$ cat src/rtl/mont_pkg.sv
// rtl/mont_pkg.sv - shared state encoding and width helper for the Montgomery sequencer
package mont_pkg;

    localparam int STATE_W = 2;

    localparam logic [STATE_W-1:0] IDLE  = 2'd0;
    localparam logic [STATE_W-1:0] ADD_B = 2'd1;
    localparam logic [STATE_W-1:0] ADD_M = 2'd2;
    localparam logic [STATE_W-1:0] SUB   = 2'd3;

    // Smallest r with 2^r >= n; sizes the bit counter so it can hold K.
    function automatic int clog2(input int n);
        int r;
        r = 0;
        while ((1 << r) < n) begin
            r = r + 1;
        end
        return r;
    endfunction

endpackage

$ cat src/rtl/cla_adder.sv
// rtl/cla_adder.sv - parameterised carry-lookahead adder with carry in/out
module cla_adder #(
    parameter int W = 34
) (
    input  logic [W-1:0] a,
    input  logic [W-1:0] b,
    input  logic         cin,
    output logic [W-1:0] sum,
    output logic         cout
);

    logic [W-1:0] g;
    logic [W-1:0] p;
    logic [W:0]   c;

    // Each carry is expanded directly from generate/propagate terms and cin,
    // so no carry depends on another carry signal.
    always_comb begin : lookahead
        logic cj;
        g    = a & b;
        p    = a ^ b;
        c    = '0;
        c[0] = cin;
        for (int j = 1; j <= W; j++) begin
            cj = cin;
            for (int k = 0; k < j; k++) begin
                cj = g[k] | (p[k] & cj);
            end
            c[j] = cj;
        end
        sum  = p ^ c[W-1:0];
        cout = c[W];
    end

endmodule

$ cat src/rtl/mont_mul_seq.sv
// rtl/mont_mul_seq.sv - radix-2 Montgomery multiply sequencer sharing one adder (option: MONT_SKIP_ZERO_EN)
module mont_mul_seq
    import mont_pkg::*;
#(
    parameter int K = 32
) (
    input  logic         clk,
    input  logic         rst_n,
    input  logic         start,
    input  logic [K-1:0] a_in,
    input  logic [K-1:0] b_in,
    input  logic [K-1:0] m_in,
    output logic         busy,
    output logic         done,
    output logic [K-1:0] r_out
);

    localparam int CW = clog2(K + 1);
    localparam int SW = K + 2;

    logic [STATE_W-1:0] state;
    logic [CW-1:0]      i;
    logic [K-1:0]       a_reg;
    logic [K-1:0]       b_reg;
    logic [K-1:0]       m_reg;
    logic [SW-1:0]      s;

    logic [SW-1:0]      add_a;
    logic [SW-1:0]      add_b;
    logic               add_cin;
    logic [SW-1:0]      sum;
    logic               cout;

    logic               a_bit;
    logic               last_bit;
    logic               do_m;

    // Current multiplier bit, last-iteration flag and whether this cycle performs the modulus step.
    always_comb begin
        a_bit    = |(a_reg & ({{(K-1){1'b0}}, 1'b1} << i));
        last_bit = (i == CW'(K - 1));
`ifdef MONT_SKIP_ZERO_EN
        do_m     = (state == ADD_M) || ((state == ADD_B) && !a_bit);
`else
        do_m     = (state == ADD_M);
`endif
    end

    // Operand/carry-in mux for the single shared adder.
    always_comb begin
        add_a   = s;
        add_b   = '0;
        add_cin = 1'b0;
        if (state == SUB) begin
            add_b   = ~{2'b00, m_reg};
            add_cin = 1'b1;
        end else if (do_m) begin
            if (s[0]) begin
                add_b = {2'b00, m_reg};
            end
        end else if (state == ADD_B) begin
            if (a_bit) begin
                add_b = {2'b00, b_reg};
            end
        end
    end

    cla_adder #(.W(SW)) u_adder (
        .a    (add_a),
        .b    (add_b),
        .cin  (add_cin),
        .sum  (sum),
        .cout (cout)
    );

    // Sequencer: latch operands, run K add/halve iterations, then conditionally subtract M.
    always_ff @(posedge clk or negedge rst_n) begin
        if (!rst_n) begin
            state <= IDLE;
            i     <= '0;
            a_reg <= '0;
            b_reg <= '0;
            m_reg <= '0;
            s     <= '0;
            busy  <= 1'b0;
            done  <= 1'b0;
            r_out <= '0;
        end else begin
            done <= 1'b0;
            case (state)
                IDLE: begin
                    if (start) begin
                        a_reg <= a_in;
                        b_reg <= b_in;
                        m_reg <= m_in;
                        s     <= '0;
                        i     <= '0;
                        busy  <= 1'b1;
                        state <= ADD_B;
                    end
                end
                ADD_B, ADD_M: begin
                    if (do_m) begin
                        s     <= sum >> 1;
                        i     <= i + 1'b1;
                        state <= last_bit ? SUB : ADD_B;
                    end else begin
                        s     <= sum;
                        state <= ADD_M;
                    end
                end
                SUB: begin
                    r_out <= cout ? sum[K-1:0] : s[K-1:0];
                    done  <= 1'b1;
                    busy  <= 1'b0;
                    state <= IDLE;
                end
                default: begin
                    state <= IDLE;
                end
            endcase
        end
    end

endmodule

$ cat config.mk
export PLATFORM = sky130hd
export DESIGN_NAME = mont_mul_seq
export DESIGN_NICKNAME = d
export VERILOG_FILES = /design/src/rtl/mont_pkg.sv /design/src/rtl/cla_adder.sv /design/src/rtl/mont_mul_seq.sv
export SDC_FILE = /design/constraint.sdc
export NUM_CORES = 1
export LEC_CHECK = 0
export ABC_AREA = 1
export CAP_MARGIN = 10
export CORE_ASPECT_RATIO = 1.75
export CORE_MARGIN = 2
export CORE_UTILIZATION = 45
export DETAILED_ROUTE_END_ITERATION = 7
export PLACE_DENSITY = 0.69
export SETUP_SLACK_MARGIN = 0.5
export SLEW_MARGIN = 20
export SYNTH_ARGS = -nofsm -noshare
export SYNTH_HDL_FRONTEND = slang
export SYNTH_HIERARCHICAL = 1
export SYNTH_SLANG_ARGS = --single-unit
$ cat constraint.sdc
create_clock -name clk -period 15.1 [get_ports clk]
set_clock_uncertainty 0.05 [all_clocks]
set_input_delay 2.265 -clock clk [delete_from_list [all_inputs] [get_ports clk]]
set_output_delay 2.265 -clock clk [all_outputs]
set_load 0.02 [all_outputs]
Yosys cells after proc, flatten, opt, wreduce, memory -nomap -nowiden

Cells that the tools add are included.
Widths: inputs -> output; s select.

Multiplexer cells: 19
Reductions and logical operators: 9
Divide/modulo/power cells: 0
Add/subtract/negate cells: 1
Multiply operators: 0
Bitwise gates (word level): 73
Shifts and indexed selects: 1
Order comparisons: 0
Eq/ne operators: 6

Operators by type and width:

| kind                 | number |
|---|---|
| $mux 34              | 4 |
| $mux 32              | 4 |
| $pmux 34 s2          | 1 |
| $xor 34x34->34       | 2 |
| $and 1x1->1          | 34 |
| $and 34x34->34       | 1 |
| $not 32->34          | 1 |
| $or 1x1->1           | 34 |
| $and 32x32->32       | 1 |
| $reduce_or 32->1     | 1 |
| $shl 1x6->32 const A | 1 |
| $mux 6               | 2 |
| $pmux 6 s2           | 1 |
| $add 6x1->6 const B  | 1 |
| $eq 6x5->1 const B   | 1 |
| $mux 2               | 3 |
| $pmux 2 s3           | 1 |
| $reduce_and 2->1     | 3 |
| $eq 2x2->1 const B   | 2 |
| $ne 2x2->1 const B   | 2 |
| $reduce_bool 2->1    | 2 |
| $reduce_and 3->1     | 1 |
| $eq 2x1->1 const B   | 1 |
| $logic_not 2->1      | 1 |
| 3 further kinds      | 4 |

Register bits: 172
Memory bits (read-only): 0
Latch bits: 0
Memories: 0
RAM bits: 0
Word-level logic and storage cells: 118

Logic depth before layout (Yosys ltp)

Gate-level depths: netlist of the first run.

Depth in word-level cells: 77
Depth in mapped cells: 56
Gate-level depth less buffers: 53

Cells and area by module

The synthesis of the first run kept the hierarchy.

By module, submodules not included:

| module       | area each (sq um) | instances | seq. area each (sq um) | cells each |
|---|---|---|---|---|
| mont_mul_seq | 8898.5            | 1         | 4304.1                 | 1185 |
| cla_adder    | 718.2             | 1         | 0.0                    | 44 |

Worst setup path after synthesis of the first run

Ideal clock, no wire load.

Kind: register -> register
From: reg i[0]
To: reg r_out[18]
Data arrival time: 14.810 ns
Setup time: 0.072 ns
Slack: 0.169 ns
Required time: 14.978 ns
Buffers on the path: 2
Stages on the path, launching flop included: 55
Cells stage by stage: dfrtp_1 -> ha_1 -> ha_1 -> and3_2 -> nor2_1 -> nand2_1 -> nor2_1 -> nand2_1 -> nand2_1 -> nand2_2 -> nand2_1 -> a21oi_1 -> inv_1 -> fa_1 -> inv_1 -> fa_1 -> fa_1 -> fa_1 -> [19 not listed] -> fa_1 -> fa_1 -> fa_1 -> fa_1 -> fa_1 -> fa_1 -> fa_1 -> fa_1 -> fa_1 -> fa_1 -> inv_1 -> fa_1 -> inv_1 -> clkbuf_1 -> clkbuf_1 -> o21ai_0 -> a21oi_1 -> nor2_1

Cells in the longest elaborated chain, start to end: 77
Elaborated cells on any way between the ends: 79

Ends and longest elaborated chain:

| what                     | line                | text |
|---|---|---|
| start: declaration       | mont_mul_seq.sv:22  | `logic [CW-1:0] i;` |
| start signal: assignment | mont_mul_seq.sv:105 | `i <= i + 1'b1;` |
| $shl 1x6->32 (*)         | mont_mul_seq.sv:40  | `a_bit = \|(a_reg & ({{(K-1){1'b0}}, 1'b1} << i));` |
| $and 32x32->32 (*)       | mont_mul_seq.sv:40  |  |
| $reduce_or 32->1 (*)     | mont_mul_seq.sv:40  |  |
| $mux 32 (*)              | mont_mul_seq.sv:62  | `if (a_bit) begin` |
| $mux 32 (*)              | mont_mul_seq.sv:61  | `end else if (state == ADD_B) begin` |
| $mux 34 (*)              | mont_mul_seq.sv:57  | `end else if (do_m) begin` |
| $mux 34 (*)              | mont_mul_seq.sv:54  | `if (state == SUB) begin` |
| net add_b[0]             | mont_mul_seq.sv:29  | `logic [SW-1:0] add_b;` |
| [63 not listed]          | -                   |  |
| $and 1x1->1 (*)          | cla_adder.sv:27     | `cj = g[k] \| (p[k] & cj);` |
| $or 1x1->1 (*)           | cla_adder.sv:27     |  |
| $and 1x1->1 (*)          | cla_adder.sv:27     |  |
| $or 1x1->1 (*)           | cla_adder.sv:27     |  |
| $and 1x1->1 (*)          | cla_adder.sv:27     |  |
| $or 1x1->1 (*)           | cla_adder.sv:27     |  |
| net cout                 | mont_mul_seq.sv:32  | `logic cout;` |
| $mux 32 (*)              | mont_mul_seq.sv:113 | `r_out <= cout ? sum[K-1:0] : s[K-1:0];` |
| end signal: assignment   | mont_mul_seq.sv:113 |  |
| end: declaration         | mont_mul_seq.sv:15  | `output logic [K-1:0] r_out` |

Mark *: on every way through the listed nets, which the timed path passes. The rest lies on a longest branch.
A chain may end at the register's enable or synchronous reset.

Worst setup path after layout of the first run

From: reg i[1]
To: reg s[32] (netlist: add_a[32])

Cells in the longest elaborated chain, start to end: 77
Elaborated cells on any way between the ends: 78

Ends and longest elaborated chain:

| what                   | line                | text |
|---|---|---|
| $shl 1x6->32 (*)       | mont_mul_seq.sv:40  |  |
| $and 32x32->32 (*)     | mont_mul_seq.sv:40  |  |
| $reduce_or 32->1 (*)   | mont_mul_seq.sv:40  |  |
| $mux 32 (*)            | mont_mul_seq.sv:62  |  |
| $mux 32 (*)            | mont_mul_seq.sv:61  |  |
| $mux 34 (*)            | mont_mul_seq.sv:57  |  |
| $mux 34 (*)            | mont_mul_seq.sv:54  |  |
| net add_b[0]           | mont_mul_seq.sv:29  |  |
| [63 not listed]        | -                   |  |
| $and 1x1->1 (*)        | cla_adder.sv:27     |  |
| $or 1x1->1 (*)         | cla_adder.sv:27     |  |
| $and 1x1->1 (*)        | cla_adder.sv:27     |  |
| $or 1x1->1 (*)         | cla_adder.sv:27     |  |
| $xor 34x34->34 (*)     | cla_adder.sv:31     | `sum = p ^ c[W-1:0];` |
| net sum[33]            | mont_mul_seq.sv:31  | `logic [SW-1:0] sum;` |
| $mux 34 (*)            | mont_mul_seq.sv:103 | `if (do_m) begin` |
| $pmux 34 s2 (*)        | mont_mul_seq.sv:90  | `case (state)` |
| end signal: assignment | mont_mul_seq.sv:104 | `s <= sum >> 1;` |
| end signal: assignment | mont_mul_seq.sv:108 | `s <= sum;` |
| end: declaration       | mont_mul_seq.sv:26  | `logic [SW-1:0] s;` |

Marks and branches as above.

==> results of run 1 <==
[routing by layer]
| layer | vias up | wire length [microns] | track usage [%] |
|---|---|---|---|
| li1 | 4045 | - | - |
| met3 | 35 | 926 | 3.22 |
| met2 | 225 | 13000 | 39.6 |
| met4 | 0 | 595 | 8.58 |
| met1 | 3873 | 10000 | 28.5 |
| met5 | - | 0 | 0 |
[power breakdown]
group / switching (mW) / leakage (nW) / internal [mW]
clock network: 0.194 / 0.294 / 0.264
logic: 1.00 / 3.35 / 0.655
registers: 0.146 / 2.10 / 0.695
total: 1.34 / 5.75 / 1.61
[path summary, 6_finish.rpt]
| kind | from | end | slack [ns] |
|---|---|---|---|
| max | i[1] | add_a[32] | 0.89 |
| min | a_reg[17] | a_reg[17] | 0.44 |
| max reg2reg | i[1] | add_a[32] | 0.89 |
| min reg2reg | a_reg[17] | a_reg[17] | 0.44 |
| max in group asynchronous | rst_n | m_reg[22] | 11.72 |
| min in group asynchronous | rst_n | m_reg[30] | 1.71 |
[cell families after synthesis]
kind of cell | synth area share (%)
flip-flops | 44.8
AO/OA/AOI/OAI | 12.3
AND/OR/NAND/NOR | 24.1
buffers and inverters | 10.4
adder cells (fa/ha/maj) | 8.38
[per-stage QoR]
step / cells / instance area [sq um] / power (mW) / utilization [%] / setup TNS, ns
after floorplan: 1229 / 9640 / 1.98 / - / 0
after global placement: 1563 / 11100 / 2.41 / 53.2 / -0.0275
after detailed placement: 1563 / 11100 / 2.45 / 53.2 / -1.61
after CTS: 1595 / 11800 / 2.93 / 56.3 / 0
after global routing: 1598 / 11900 / 3.22 / 56.7 / 0
final: 1598 / 11900 / 2.95 / 56.7 / 0
[placed cells by master (no fill, tap or decap), drive strengths merged]
| cell type | instances |
|---|---|
| a22oi | 1 |
| clkdlybuf4s50 | 131 |
| clkbuf | 18 |
| nand3 | 54 |
| clkinvlp | 2 |
| o22ai | 2 |
| clkinv | 5 |
| buf | 27 |
| and3 | 1 |
| a21oi | 68 |
| ha | 10 |
| nor4 | 1 |
| bufinv | 3 |
| nand2 | 317 |
| inv | 171 |
| a31oi | 1 |
| nand4 | 12 |
| diode | 1 |
| nor3 | 2 |
| nor2 | 195 |
| fa | 34 |
| o32ai | 33 |
| nor3b | 3 |
| o21ai | 82 |
| dfrtp | 172 |
[repair_timing]
action,CTS,global route
gates resized for setup,14,26
pin swaps,0,2
buffers inserted,0,1
setup endpoints to repair,35,35
[layout make-up]
type / count / share of cell area, %
timing repair buffer: 158 / 13.2
tap: 252 / 2.65
clock inverter: 14 / 1.54
antenna: 1 / 0.0211
multi-input combinational: 816 / 37.4
clock buffer: 18 / 3.61
sequential: 172 / 36.2
inverter: 167 / 5.36
[Yosys cell counts, drive strengths merged]
master	instances
ha	10
clkinv	2
a22oi	1
buf	27
dlymetal6s2s	1
nor3	2
fa	34
nor3b	3
nor2	195
nand2	317
and3	1
nor4	1
dfrtp	172
nand4	12
inv	165
o32ai	33
a31oi	1
o21ai	82
a21oi	68
dlygate4sd1	1
nand3	54
o22ai	2
clkbuf	45
[worst max-delay path, delay by kind of cell (launching register included)]
kind	cells	cell delay, ns
AND/OR/NAND/NOR	9	0.76
flip-flops	1	0.43
buffers and inverters	4	0.27
adder cells (fa/ha/maj)	36	12.29
AO/OA/AOI/OAI	2	0.30
==> impl_metrics.ini, run 1 <==
[synthesis]
yosysSeqAreaShare_pct = 44.8
synthesis.area_sq_um = 9620
yosys-top-cells-area = dfrtp_1 45%, nand2_1 12%, nor2_1 7.6%, fa_1 7.1%, inv_1 6.4%
syn_nets = 1372
synth.top_cell.area_share_pct = 44.8
synth_top_cell_by_area = dfrtp_1
synth_seq_cells = 172
synth_cells = 1229
avgSynthCellArea_sq_um = 7.82
synth.distinct_cells = 32
synth_warnings = 6

[worst_setup_path]
critical_path.max_fanout = 4
crit_path_end_kind = flop
required_ns = 15.39
arrival_ns = 14.50
slowest_stage = dfrtp_1
cpMostUsedCell = fa_2
critPathKind = reg2reg
startpoint_type = flop
r2r_cells = 51
slowest_delay_ns = 0.43

[cts]
path_clk_slew_ns = 0.07
cts-root-buf = clkbuf_16
cts_hold_buf = 0
clock-sinks = 172
cts_max_level = 4
cts_tree = built
cts_made_buffers = 17
insertion_delay_ns = 0.44
cts_buffer_depth = 2

[global_routing]
grt_pass1_vias = 8015
grt_overflow = 0
grt_use_total_pct = 22.8
grt_pass1_wl_microns = 40400
grt_start_max_net_pins = 109
antenna_found_initial = 1

[floorplan]
initial_utilization_pct = 45.9
dieArea_sq_um = 22600
core_sq_um = 20900
ios = 133
die_x_microns = 115
die_y_microns = 197
row_count = 70

[detailed_routing]
drt_iter0_drc = 481
vias = 8178
drtAntennaViolNets = 0
drc = 0
drt_pre_antenna_iters = 5
drt-wirelength-per-cell_microns = 15.4
routed_wl_microns = 24600
via_per_inst = 5.12

[status]
outcome = complete, no violations

[sta]
layout_setup_ws_ns = 0.889
slew_headroom_pct = 42.6
max_freq_mhz = 70.4
drv_slew = 0
finalHoldViolations = 0
finalCriticalPeriod_ns = 14.21
tightest_slew_ns = 0.861
rsz0062_at_grt = no
setup_viol_count_final = 0
hold_slack_ns = 0.436
fin_crit_sh_pct = 94.1

[placed_design]
port_buffers = 132
hpwl_microns = 17400
place_congestion = 0.870
dpl_worst_slack_ns = -0.140

[cells_and_area]
syn_to_final_growth_pct = 23.5
seqCellArea_sq_um = 4300
largest_reg_flops = 34
drive_above_1_share_pct = 10.3
fin_nets = 1475
fill_cells = 1929
multi_input_area_sq_um = 4440

[worst_hold_path]
hp-class = reg2reg
whs_path_depth = 2

[power_and_ir_drop]
p_per_area_nw_per_um2 = 249
p_leak_nw = 5.75
irDropWorstVdd_uv = 122

[job]
maxCapViolations = 0
(Power assumes the default switching activity.)
==> run 2, diff against run 1 <==
- CAP_MARGIN: 10 -> default
==> results of run 2 <==
Same layout as run 1: the final DEF is identical, and so are final timing and power.
